**src/rtl/mips_pkg.sv**
```systemverilog
// Shared MIPS32 decode constants: opcodes, instruction field positions and
// small decode helpers used by the ID stage.
package mips_pkg;

  localparam logic [5:0] OP_SPECIAL = 6'h00;
  localparam logic [5:0] OP_ADDI    = 6'h08;
  localparam logic [5:0] OP_ANDI    = 6'h0C;
  localparam logic [5:0] OP_ORI     = 6'h0D;
  localparam logic [5:0] OP_XORI    = 6'h0E;
  localparam logic [5:0] OP_LUI     = 6'h0F;
  localparam logic [5:0] OP_LB      = 6'h20;
  localparam logic [5:0] OP_LH      = 6'h21;
  localparam logic [5:0] OP_LW      = 6'h23;
  localparam logic [5:0] OP_LBU     = 6'h24;
  localparam logic [5:0] OP_LHU     = 6'h25;

  localparam int OPCODE_MSB = 31;
  localparam int OPCODE_LSB = 26;
  localparam int RS_MSB     = 25;
  localparam int RS_LSB     = 21;
  localparam int RT_MSB     = 20;
  localparam int RT_LSB     = 16;
  localparam int RD_MSB     = 15;
  localparam int RD_LSB     = 11;
  localparam int SHAMT_MSB  = 10;
  localparam int SHAMT_LSB  = 6;
  localparam int FUNCT_MSB  = 5;
  localparam int FUNCT_LSB  = 0;
  localparam int IMM_MSB    = 15;
  localparam int IMM_LSB    = 0;

  // Logical immediates and LUI take a zero-extended immediate; everything else sign-extends.
  function automatic logic [31:0] extend_imm(input logic [5:0] opcode, input logic [15:0] imm);
    logic [31:0] ext;
    case (opcode)
      OP_ANDI, OP_ORI, OP_XORI, OP_LUI: ext = {16'h0000, imm};
      default:                          ext = {{16{imm[15]}}, imm};
    endcase
    return ext;
  endfunction

  function automatic logic is_load(input logic [5:0] opcode);
    logic ld;
    case (opcode)
      OP_LB, OP_LH, OP_LW, OP_LBU, OP_LHU: ld = 1'b1;
      default:                             ld = 1'b0;
    endcase
    return ld;
  endfunction

endpackage

```
**src/rtl/decode_operand_stage_if.sv**
```systemverilog
// Fetch-to-decode handshake bundle: instruction, PC+4, flush and valid/ready.
interface decode_operand_stage_if;

  logic        i_valid;
  logic        o_ready;
  logic [31:0] i_instr;
  logic [31:0] i_pc_plus4;
  logic        i_flush;

  modport master (
    output i_valid,
    output i_instr,
    output i_pc_plus4,
    output i_flush,
    input  o_ready
  );

  modport slave (
    input  i_valid,
    input  i_instr,
    input  i_pc_plus4,
    input  i_flush,
    output o_ready
  );

endinterface

```
**src/rtl/decode_operand_stage_operand_bypass.sv**
```systemverilog
// operand_bypass: priority forwarding mux for one source operand
// (EX > MEM > WB > register file, register $0 always reads as zero).
module operand_bypass #(
  parameter int DW = 32,
  parameter int AW = 5
) (
  input  logic [AW-1:0] raddr,
  input  logic [DW-1:0] rdata,
  input  logic          ex_we,
  input  logic [AW-1:0] ex_waddr,
  input  logic [DW-1:0] ex_wdata,
  input  logic          mem_we,
  input  logic [AW-1:0] mem_waddr,
  input  logic [DW-1:0] mem_wdata,
  input  logic          wb_we,
  input  logic [AW-1:0] wb_waddr,
  input  logic [DW-1:0] wb_wdata,
  output logic [DW-1:0] operand
);

  // WB must be forwarded too: the register file only commits it on the coming edge.
  always_comb begin
    operand = rdata;
    if (raddr == '0) begin
      operand = '0;
    end else if (ex_we && (ex_waddr == raddr)) begin
      operand = ex_wdata;
    end else if (mem_we && (mem_waddr == raddr)) begin
      operand = mem_wdata;
    end else if (wb_we && (wb_waddr == raddr)) begin
      operand = wb_wdata;
    end else begin
      operand = rdata;
    end
  end

endmodule

```
**src/rtl/decode_operand_stage.sv**
```systemverilog
// MIPS32 ID stage: register-file addressing, operand bypass, immediate
// extension and the ID/EX pipeline register. LOAD_USE_STALL_EN enables the load-use bubble.
module decode_operand_stage
  import mips_pkg::*;
#(
  parameter int DW = 32,
  parameter int AW = 5
) (
  input  logic                          clk,
  input  logic                          reset,
  decode_operand_stage_if.slave         fif,
  output logic [AW-1:0]                 o_raddr1,
  output logic [AW-1:0]                 o_raddr2,
  input  logic [DW-1:0]                 i_rdata1,
  input  logic [DW-1:0]                 i_rdata2,
  input  logic                          i_ex_we,
  input  logic [AW-1:0]                 i_ex_waddr,
  input  logic [DW-1:0]                 i_ex_wdata,
  input  logic                          i_mem_we,
  input  logic [AW-1:0]                 i_mem_waddr,
  input  logic [DW-1:0]                 i_mem_wdata,
  input  logic                          i_wb_we,
  input  logic [AW-1:0]                 i_wb_waddr,
  input  logic [DW-1:0]                 i_wb_wdata,
  input  logic                          i_ex_ready,
  output logic                          o_valid,
  output logic [DW-1:0]                 o_op1,
  output logic [DW-1:0]                 o_op2,
  output logic [DW-1:0]                 o_imm,
  output logic [5:0]                    o_opcode,
  output logic [5:0]                    o_funct,
  output logic [4:0]                    o_shamt,
  output logic [AW-1:0]                 o_rt,
  output logic [AW-1:0]                 o_rd,
  output logic [DW-1:0]                 o_pc_plus4
);

  logic [5:0]    opcode_s;
  logic [AW-1:0] rs_s;
  logic [AW-1:0] rt_s;
  logic [AW-1:0] rd_s;
  logic [4:0]    shamt_s;
  logic [5:0]    funct_s;
  logic [DW-1:0] imm_s;
  logic [DW-1:0] op1_s;
  logic [DW-1:0] op2_s;
  logic          adv_s;
  logic          hazard_s;
  logic          ready_s;

  assign opcode_s = fif.i_instr[OPCODE_MSB:OPCODE_LSB];
  assign rs_s     = fif.i_instr[RS_MSB:RS_LSB];
  assign rt_s     = fif.i_instr[RT_MSB:RT_LSB];
  assign rd_s     = fif.i_instr[RD_MSB:RD_LSB];
  assign shamt_s  = fif.i_instr[SHAMT_MSB:SHAMT_LSB];
  assign funct_s  = fif.i_instr[FUNCT_MSB:FUNCT_LSB];
  assign imm_s    = extend_imm(opcode_s, fif.i_instr[IMM_MSB:IMM_LSB]);

  assign o_raddr1 = rs_s;
  assign o_raddr2 = rt_s;

  operand_bypass #(.DW(DW), .AW(AW)) u_bypass_rs (
    .raddr     (rs_s),
    .rdata     (i_rdata1),
    .ex_we     (i_ex_we),
    .ex_waddr  (i_ex_waddr),
    .ex_wdata  (i_ex_wdata),
    .mem_we    (i_mem_we),
    .mem_waddr (i_mem_waddr),
    .mem_wdata (i_mem_wdata),
    .wb_we     (i_wb_we),
    .wb_waddr  (i_wb_waddr),
    .wb_wdata  (i_wb_wdata),
    .operand   (op1_s)
  );

  operand_bypass #(.DW(DW), .AW(AW)) u_bypass_rt (
    .raddr     (rt_s),
    .rdata     (i_rdata2),
    .ex_we     (i_ex_we),
    .ex_waddr  (i_ex_waddr),
    .ex_wdata  (i_ex_wdata),
    .mem_we    (i_mem_we),
    .mem_waddr (i_mem_waddr),
    .mem_wdata (i_mem_wdata),
    .wb_we     (i_wb_we),
    .wb_waddr  (i_wb_waddr),
    .wb_wdata  (i_wb_wdata),
    .operand   (op2_s)
  );

`ifdef LOAD_USE_STALL_EN
  // A load sitting in ID/EX has no EX-stage result yet; hold the consumer one cycle.
  always_comb begin
    hazard_s = o_valid & is_load(o_opcode) & (o_rt != '0) &
               ((o_rt == rs_s) | (o_rt == rt_s));
  end
`else
  assign hazard_s = 1'b0;
`endif

  always_comb begin
    adv_s   = ~o_valid | i_ex_ready;
    ready_s = adv_s & ~hazard_s;
  end

  assign fif.o_ready = ready_s;

  // ID/EX register: bubble on hazard, flush clears valid but payload still loads.
  always_ff @(posedge clk) begin
    if (reset) begin
      o_valid    <= 1'b0;
      o_op1      <= '0;
      o_op2      <= '0;
      o_imm      <= '0;
      o_opcode   <= 6'h00;
      o_funct    <= 6'h00;
      o_shamt    <= 5'h00;
      o_rt       <= '0;
      o_rd       <= '0;
      o_pc_plus4 <= '0;
    end else if (adv_s) begin
      if (!hazard_s) begin
        o_valid    <= fif.i_valid & ~fif.i_flush;
        o_op1      <= op1_s;
        o_op2      <= op2_s;
        o_imm      <= imm_s;
        o_opcode   <= opcode_s;
        o_funct    <= funct_s;
        o_shamt    <= shamt_s;
        o_rt       <= rt_s;
        o_rd       <= rd_s;
        o_pc_plus4 <= fif.i_pc_plus4;
      end else begin
        o_valid    <= 1'b0;
      end
    end
  end

endmodule

```
**src/flat_wrapper.sv**
```systemverilog
// flat-port wrapper written by rule: the top's interface ports become plain ports
module decode_operand_stage_flat import mips_pkg::*;
#(
  parameter int DW = 32,
  parameter int AW = 5
)
  (clk, reset, o_raddr1, o_raddr2, i_rdata1, i_rdata2, i_ex_we, i_ex_waddr, i_ex_wdata, i_mem_we, i_mem_waddr, i_mem_wdata, i_wb_we, i_wb_waddr, i_wb_wdata, i_ex_ready, o_valid, o_op1, o_op2, o_imm, o_opcode, o_funct, o_shamt, o_rt, o_rd, o_pc_plus4, fif_i_valid, fif_i_instr, fif_i_pc_plus4, fif_i_flush, fif_o_ready);
  decode_operand_stage_if fif_i ();
  input  logic clk;
  input  logic reset;
  output logic [AW-1:0] o_raddr1;
  output logic [AW-1:0] o_raddr2;
  input  logic [DW-1:0] i_rdata1;
  input  logic [DW-1:0] i_rdata2;
  input  logic i_ex_we;
  input  logic [AW-1:0] i_ex_waddr;
  input  logic [DW-1:0] i_ex_wdata;
  input  logic i_mem_we;
  input  logic [AW-1:0] i_mem_waddr;
  input  logic [DW-1:0] i_mem_wdata;
  input  logic i_wb_we;
  input  logic [AW-1:0] i_wb_waddr;
  input  logic [DW-1:0] i_wb_wdata;
  input  logic i_ex_ready;
  output logic o_valid;
  output logic [DW-1:0] o_op1;
  output logic [DW-1:0] o_op2;
  output logic [DW-1:0] o_imm;
  output logic [5:0] o_opcode;
  output logic [5:0] o_funct;
  output logic [4:0] o_shamt;
  output logic [AW-1:0] o_rt;
  output logic [AW-1:0] o_rd;
  output logic [DW-1:0] o_pc_plus4;
  input wire logic [$bits(fif_i.i_valid)-1:0] fif_i_valid;
  input wire logic [$bits(fif_i.i_instr)-1:0] fif_i_instr;
  input wire logic [$bits(fif_i.i_pc_plus4)-1:0] fif_i_pc_plus4;
  input wire logic [$bits(fif_i.i_flush)-1:0] fif_i_flush;
  output wire logic [$bits(fif_i.o_ready)-1:0] fif_o_ready;
  assign fif_i.i_valid = fif_i_valid;
  assign fif_i.i_instr = fif_i_instr;
  assign fif_i.i_pc_plus4 = fif_i_pc_plus4;
  assign fif_i.i_flush = fif_i_flush;
  assign fif_o_ready = fif_i.o_ready;
  decode_operand_stage #(.DW(DW), .AW(AW)) u_core (.clk(clk), .reset(reset), .fif(fif_i), .o_raddr1(o_raddr1), .o_raddr2(o_raddr2), .i_rdata1(i_rdata1), .i_rdata2(i_rdata2), .i_ex_we(i_ex_we), .i_ex_waddr(i_ex_waddr), .i_ex_wdata(i_ex_wdata), .i_mem_we(i_mem_we), .i_mem_waddr(i_mem_waddr), .i_mem_wdata(i_mem_wdata), .i_wb_we(i_wb_we), .i_wb_waddr(i_wb_waddr), .i_wb_wdata(i_wb_wdata), .i_ex_ready(i_ex_ready), .o_valid(o_valid), .o_op1(o_op1), .o_op2(o_op2), .o_imm(o_imm), .o_opcode(o_opcode), .o_funct(o_funct), .o_shamt(o_shamt), .o_rt(o_rt), .o_rd(o_rd), .o_pc_plus4(o_pc_plus4));
endmodule
```
**config.mk**
```make
export PLATFORM = sky130hd
export DESIGN_NAME = decode_operand_stage_flat
export DESIGN_NICKNAME = d
export VERILOG_FILES = /design/src/rtl/mips_pkg.sv /design/src/rtl/decode_operand_stage_if.sv /design/src/rtl/decode_operand_stage_operand_bypass.sv /design/src/rtl/decode_operand_stage.sv /design/src/flat_wrapper.sv
export SDC_FILE = /design/constraint.sdc
export NUM_CORES = 1
export LEC_CHECK = 0
export CORE_AREA = 2 2 161 163
export DETAILED_ROUTE_END_ITERATION = 6
export DIE_AREA = 0 0 163 165
export GPL_TIMING_DRIVEN = 0
export PLACE_DENSITY_LB_ADDON = 0.1
export SLEW_MARGIN = 20
export SYNTH_ARGS = -nofsm -noshare
export SYNTH_HDL_FRONTEND = slang
export SYNTH_HIERARCHICAL = 1
export SYNTH_SLANG_ARGS = --single-unit
```
**constraint.sdc**
```tcl
create_clock -name clk -period 4.5 [get_ports clk]
set_clock_uncertainty 0.15 [all_clocks]
set_input_delay 0.675 -clock clk [delete_from_list [all_inputs] [get_ports clk]]
set_output_delay 0.675 -clock clk [all_outputs]
set_load 0.01 [all_outputs]
```
# == After elaboration in Yosys (flattened, before gate mapping) ==
# Index checks and enable logic that the tools add are counted.
# classes
muxes,9
bitwise,4
n_reduce_logical,9
eq_ne,10
# op_table
op,n
32-bit 2-to-1 mux,9
5-bit equality test,6
6-bit by 4-bit equality test with 1-bit output (second input constant),4
5-bit logical NOT,2
1-bit logical AND,6
4-bit OR reduction,1
1-bit NOT,2
1-bit bitwise AND,1
1-bit bitwise OR,1
# totals
wordCells,42
ff_bits,156
in_bits,247

# == Logic depth before layout (Yosys ltp) ==
# logic_depth
ltp_word,6
mapped_depth,9

# == By module ==
# The synthesis kept the hierarchy.
# by_module_without_submodules
module,seq_area_each_um2,cells_per_inst,area_each_um2,instances
decode_operand_stage,2502.4,584,4784.6,1
operand_bypass,0.0,214,1332.5,2

# == Worst setup path after synthesis ==
# No wires, ideal clock.
# synth_path
kind,input to register
start,input fif_i_instr[16]
end,register u_core.o_op2[11]
setup_time_ps,68
setup_slack_ps,2354
t_required_ps,4282
stages,9
arrival_time_ps,1928
path_cell_list,xor2_1 nor4_2 and3_1 buf_6 buf_8 nand2_1 a31oi_1 nand2_2 a21oi_2
# synth_between
elab_chain_cells,6
# synth_lines
element,line_no,source
"start, declared",flat_wrapper.sv:36,input wire logic [$bits(fif_i.i_instr)-1:0] fif_i_instr;
5-bit equality test,decode_operand_stage_operand_bypass.sv:30,end else if (wb_we && (wb_waddr == raddr)) begin
1-bit logical AND,decode_operand_stage_operand_bypass.sv:30,
32-bit 2-to-1 mux,decode_operand_stage_operand_bypass.sv:30,
32-bit 2-to-1 mux,decode_operand_stage_operand_bypass.sv:28,end else if (mem_we && (mem_waddr == raddr)) begin
32-bit 2-to-1 mux,decode_operand_stage_operand_bypass.sv:26,end else if (ex_we && (ex_waddr == raddr)) begin
32-bit 2-to-1 mux (*),decode_operand_stage_operand_bypass.sv:24,if (raddr == '0) begin
net u_core.op2_s[11],decode_operand_stage.sv:46,logic [DW-1:0] op2_s;
"end signal, assigned",decode_operand_stage.sv:126,o_op2 <= op2_s;
"end, declared",decode_operand_stage.sv:28,"output logic [DW-1:0] o_op2,"
# Mark *: on every way through the listed nets, which the timed path passes. The rest lies on a longest branch.
# A chain may end at the register's enable or synchronous reset.

# == Worst setup path after layout ==
# layout_path
start,input i_ex_ready
end,output fif_o_ready
# layout_between
elab_chain_cells,1
# layout_lines
element,line_no,source
"start, declared",flat_wrapper.sv:24,input logic i_ex_ready;
1-bit bitwise OR,decode_operand_stage.sv:103,adv_s = ~o_valid | i_ex_ready;
"end, declared",flat_wrapper.sv:39,output wire logic [$bits(fif_i.o_ready)-1:0] fif_o_ready;
# Every way passes these cells.

==> results by stage <==
Timing:
- Hold timing on the final database bottoms out at a slack of approximately 0.30 ns.
- The worst-margin pin slew is 0.636 ns.
- The post-route clock period utilization is 0.722.
- Setup repair after global routing left no endpoint under its margin.
- Counting I/O delays and the setup requirement, the final critical path takes 3.25 ns.
- The setup-violating endpoint count in the final report is 0.
- Once routing completed, OpenROAD measured the worst setup slack at 1.25 ns.
- The final hold violation count came to 0.
- In the final timing run, aggregate negative setup slack is 0 ns.
- Derived from the worst setup path, the maximum achievable clock frequency is 308 MHz.
- The worst slew margin relative to its limit is 0.576.
- The count of final max-slew check failures is 0.

Hold path:
- The min-delay analysis places its worst path in the category flop to flop.
- The hold path startpoint is u_core/o_pc_plus4[26]$_SDFFE_PP0P_.
- The end point of the worst hold path is u_core/o_pc_plus4[26]$_SDFFE_PP0P_.
- The worst hold path was traced through 2 stages.

Drt:
- The DRC violation total after the first TritonRoute iteration is 607.
- The per-cell via count in the routed design is roughly 5.
- The total number of vias is 9105.
- After detailed routing, the average wire length per cell comes to 20.9 um.
- The detail route stage leaves a number of antenna-violating nets equal to 0.
- The number of detailed-routing iterations run before antenna repair is 5.
- The total wire length after detailed routing is 37300 um.
- The remaining routing DRC violations is 0.

Synthesis:
- The synthesized netlist net count is 1259.
- After synthesis, the cell types taking the most area are dfxtp_1 (34%), nand2_1 (15%), o221ai_1 (7.3%).
- The most instantiated flip-flop cell in the synthesis netlist is dfxtp_1.
- Of the synthesized area, sequential elements account for 0.336.
- The synthesized netlist cell count is slightly above 1000.
- After synthesis, the share of flip-flops with an asynchronous set or reset is 0.
- The cell type with the largest total area after synthesis is dfxtp_1.
- The synthesized area per cell is around 7.4 um^2.
- During synthesis, Yosys emitted a total of 6 warnings.
- The synthesis-stage register bit count is 125.
- The netlist uses 31 different library cells.
- The most used standard cell by instance count after synthesis is nand2_1.
- The number of enable-type register cells in the synthesized netlist is 0.
- The area of the mapped netlist is 7450 um^2.
- By count the netlist is led by nand2_1 (293), dfxtp_1 (125), a21oi_1 (105).
- Of the post-synthesis cell area, the dominant cell type holds 0.336.

Placed design:
- The final RePlAce weighted congestion is 0.900.
- The half-perimeter wire length after detailed placement is around 29000 um.
- In this run the cell area measured after placement is 12000 um^2.
- The number of port buffers is 412.
- After detailed placement, the design holds a cell count of 1754.
- The pre-CTS worst setup slack is 0.918 ns.

Pwr:
- The static power due to leakage is around 4.7 nW.
- For this design the ratio of total power to cell area is just under 300 nW/um^2.
- Overall power consumption after layout is estimated at approximately 3.6 mW.
- The worst voltage drop across the vdd grid is roughly 0.21 mV.

Global routing:
- For this run the aggregate overflow at the end of global routing stands at 0.
- The first-pass GRT wire length is 53700 um.
- The number of antenna violations at the first check in global routing is 3.
- Entering global routing, the biggest net connects 18 pins.
- Across every metal layer, demand over resource in global routing totals 0.268.
- The number of global-route vias before repair is 8856.

Worst setup path:
- The data required time of the worst path is 3.67 ns.
- The type of element launching the critical path is an input port.
- The largest fanout on the critical path is 10.
- The category of the most critical setup path is input port to output port.
- Traced cell by cell, the critical path runs through clkdlybuf4s50_1 -> nor2b_4 -> buf_6 -> inv_6 -> buf_2 -> clkdlybuf4s50_1.
- For this run, the slowest stage of the critical path takes a little over 0.6 ns.
- The gate family responsible for the most delay along the worst path is buffers and inverters.
- The endpoint identified for the worst register-to-register timing path is u_core/o_op1[12]$_SDFFE_PP0P_.
- The worst register-to-register path begins at u_core/o_valid$_SDFFE_PP0P_.
- The library cell contributing the largest single delay on the critical path is clkdlybuf4s50_1.
- The number of cells on the worst reg-to-reg path is 6.
- Among the stages of the critical path, the cell type that occurs most often is clkdlybuf4s50_1.
- The buffer and inverter count on the worst path is 5.
- The register-to-register setup slack is roughly 3 ns.
- The critical path capture point type is an output port.
- The worst endpoint data arrival time is 2.43 ns.

CTS:
- The number of levels the H-tree was split into is 4.
- The clock latency at the later pin of the worst-skew pair is 0.42 ns.
- The register clock-pin slew on the reported worst setup and hold paths is around 0.060 ns.
- The number of cells upsized or downsized after cts is 0.
- The clock buffer count from CTS is 17.
- The TritonCTS clock tree is done.
- The tree built by TritonCTS fans out to 125 sinks.
- The hold buffer count at CTS is 0.
- The longest clock path from root to sink contains 2 buffers.
- The cell at the root of the clock tree is clkbuf_16.
- The number of setup buffers added after CTS is 0.

Layout:
- In the final layout, the share of cells above drive strength 1 is 0.122.
- The total number of nets in the final design is 1690.
- The area of all placed cells without fillers is 12600 um^2.
- The count of filler cells inserted in the layout is 2528.
- The footprint of the flip-flops and latches is 2500 um^2.
- The fraction of the core area covered by cells at the end of the flow is 0.503.
- The footprint of the multi-input gates is 4050 um^2.
- The area added between synthesis and finish is 69.2%.
- After the flow finishes, the layout carries non-filler instances totaling 1788.

Floorplanning:
- The height of the chip is roughly 170 um.
- The number of placement rows is 58.
- The core region is 25000 um^2.
- The floorplan step defined a die boundary enclosing 26900 um^2.
- The die is 163 um wide.
- For this design the top-level I/O count stands at ~410.
- The initial utilization of the core area, before any placement, comes to 0.298.

Job:
- The count of max-cap constraint violations is 0.

Status:
- The flow ran to the end, and the final reports show no timing, DRC or antenna violations.
## kinds of logic after synthesis
| kind of cell | Yosys count | synth area share |
|---|---|---|
| and+or+nand+nor | 399 | 0.240 |
| AOI/OAI and AO/OA | 319 | 0.268 |
| buffers and inverters | 139 | 0.121 |
| DFF | 125 | 0.336 |
| xor gates and xnor gates | 30 | 0.0353 |
## tightest hold or removal path: stages (launching register included)
cell	delay [ns]
dfxtp_1	0.31
nand2_1	0.05
a21oi_1	0.05
## flip-flops by register name, indices dropped and copies added, names as in the netlist
signal / count
u_core/o_valid: 1
u_core/o_op1: 32
u_core/o_op2: 32
u_core/o_opcode: 6
u_core/o_pc_plus4: 32
u_core/o_imm: 17
u_core/o_rt: 5
## routing by layer
| layer | vias to the layer above | GRT usage | routed length [um] |
|---|---|---|---|
| met5 | - | 0 | 13 |
| met4 | 2 | 0.0788 | 796 |
| met3 | 46 | 0.0846 | 3620 |
| met2 | 482 | 0.459 | 18000 |
| met1 | 4179 | 0.323 | 14900 |
| li1 | 4396 | - | - |
## layout by cell type (no fill, tap or decap), types with 40 or more instances in the layout
cell type        netlist  layout
o21ai_0               64      64
or3_1                 62      62
clkbuf_1              40      40
buf_4                 50      50
o221ai_1              62      62
a31oi_1               64      64
nand2_1              293     293
dfxtp_1              125     125
a21oi_1              105     105
clkdlybuf4s50_1        0     412
## power by group
| group | switching, mW | internal (mW) |
|---|---|---|
| Clock | 0.576 | 0.880 |
| Sequential | 0.0457 | 1.19 |
| Combinational | 0.426 | 0.529 |
## layout make-up
cell class	instances	share of cell area
timing repair buffer	412	0.327
multi-input combinational	748	0.321
sequential	125	0.199
buffer	138	0.0706
clock buffer	17	0.0338
tap	330	0.0328
clock inverter	15	0.0148
inverter	1	0.000695
antenna	2	0.000397
## how the worst max path moves through the flow
stage	from	to	slack, ns	cells after the start
2_1_floorplan	fif_i_instr[16]	u_core/o_op2[11]$_SDFFE_PP0P_	2.35	9
3_3_place_gp	fif_i_instr[20]	u_core/o_op2[30]$_SDFFE_PP0P_	0.93	9
3_5_place_dp	fif_i_instr[20]	u_core/o_op2[30]$_SDFFE_PP0P_	0.92	9
4_1_cts	i_ex_ready	fif_o_ready	1.24	6
5_1_grt	fif_i_instr[23]	u_core/o_op1[8]$_SDFFE_PP0P_	1.11	9
6_report	i_ex_ready	fif_o_ready	1.25	6
No activity file was read; power rests on OpenSTA's default activity.
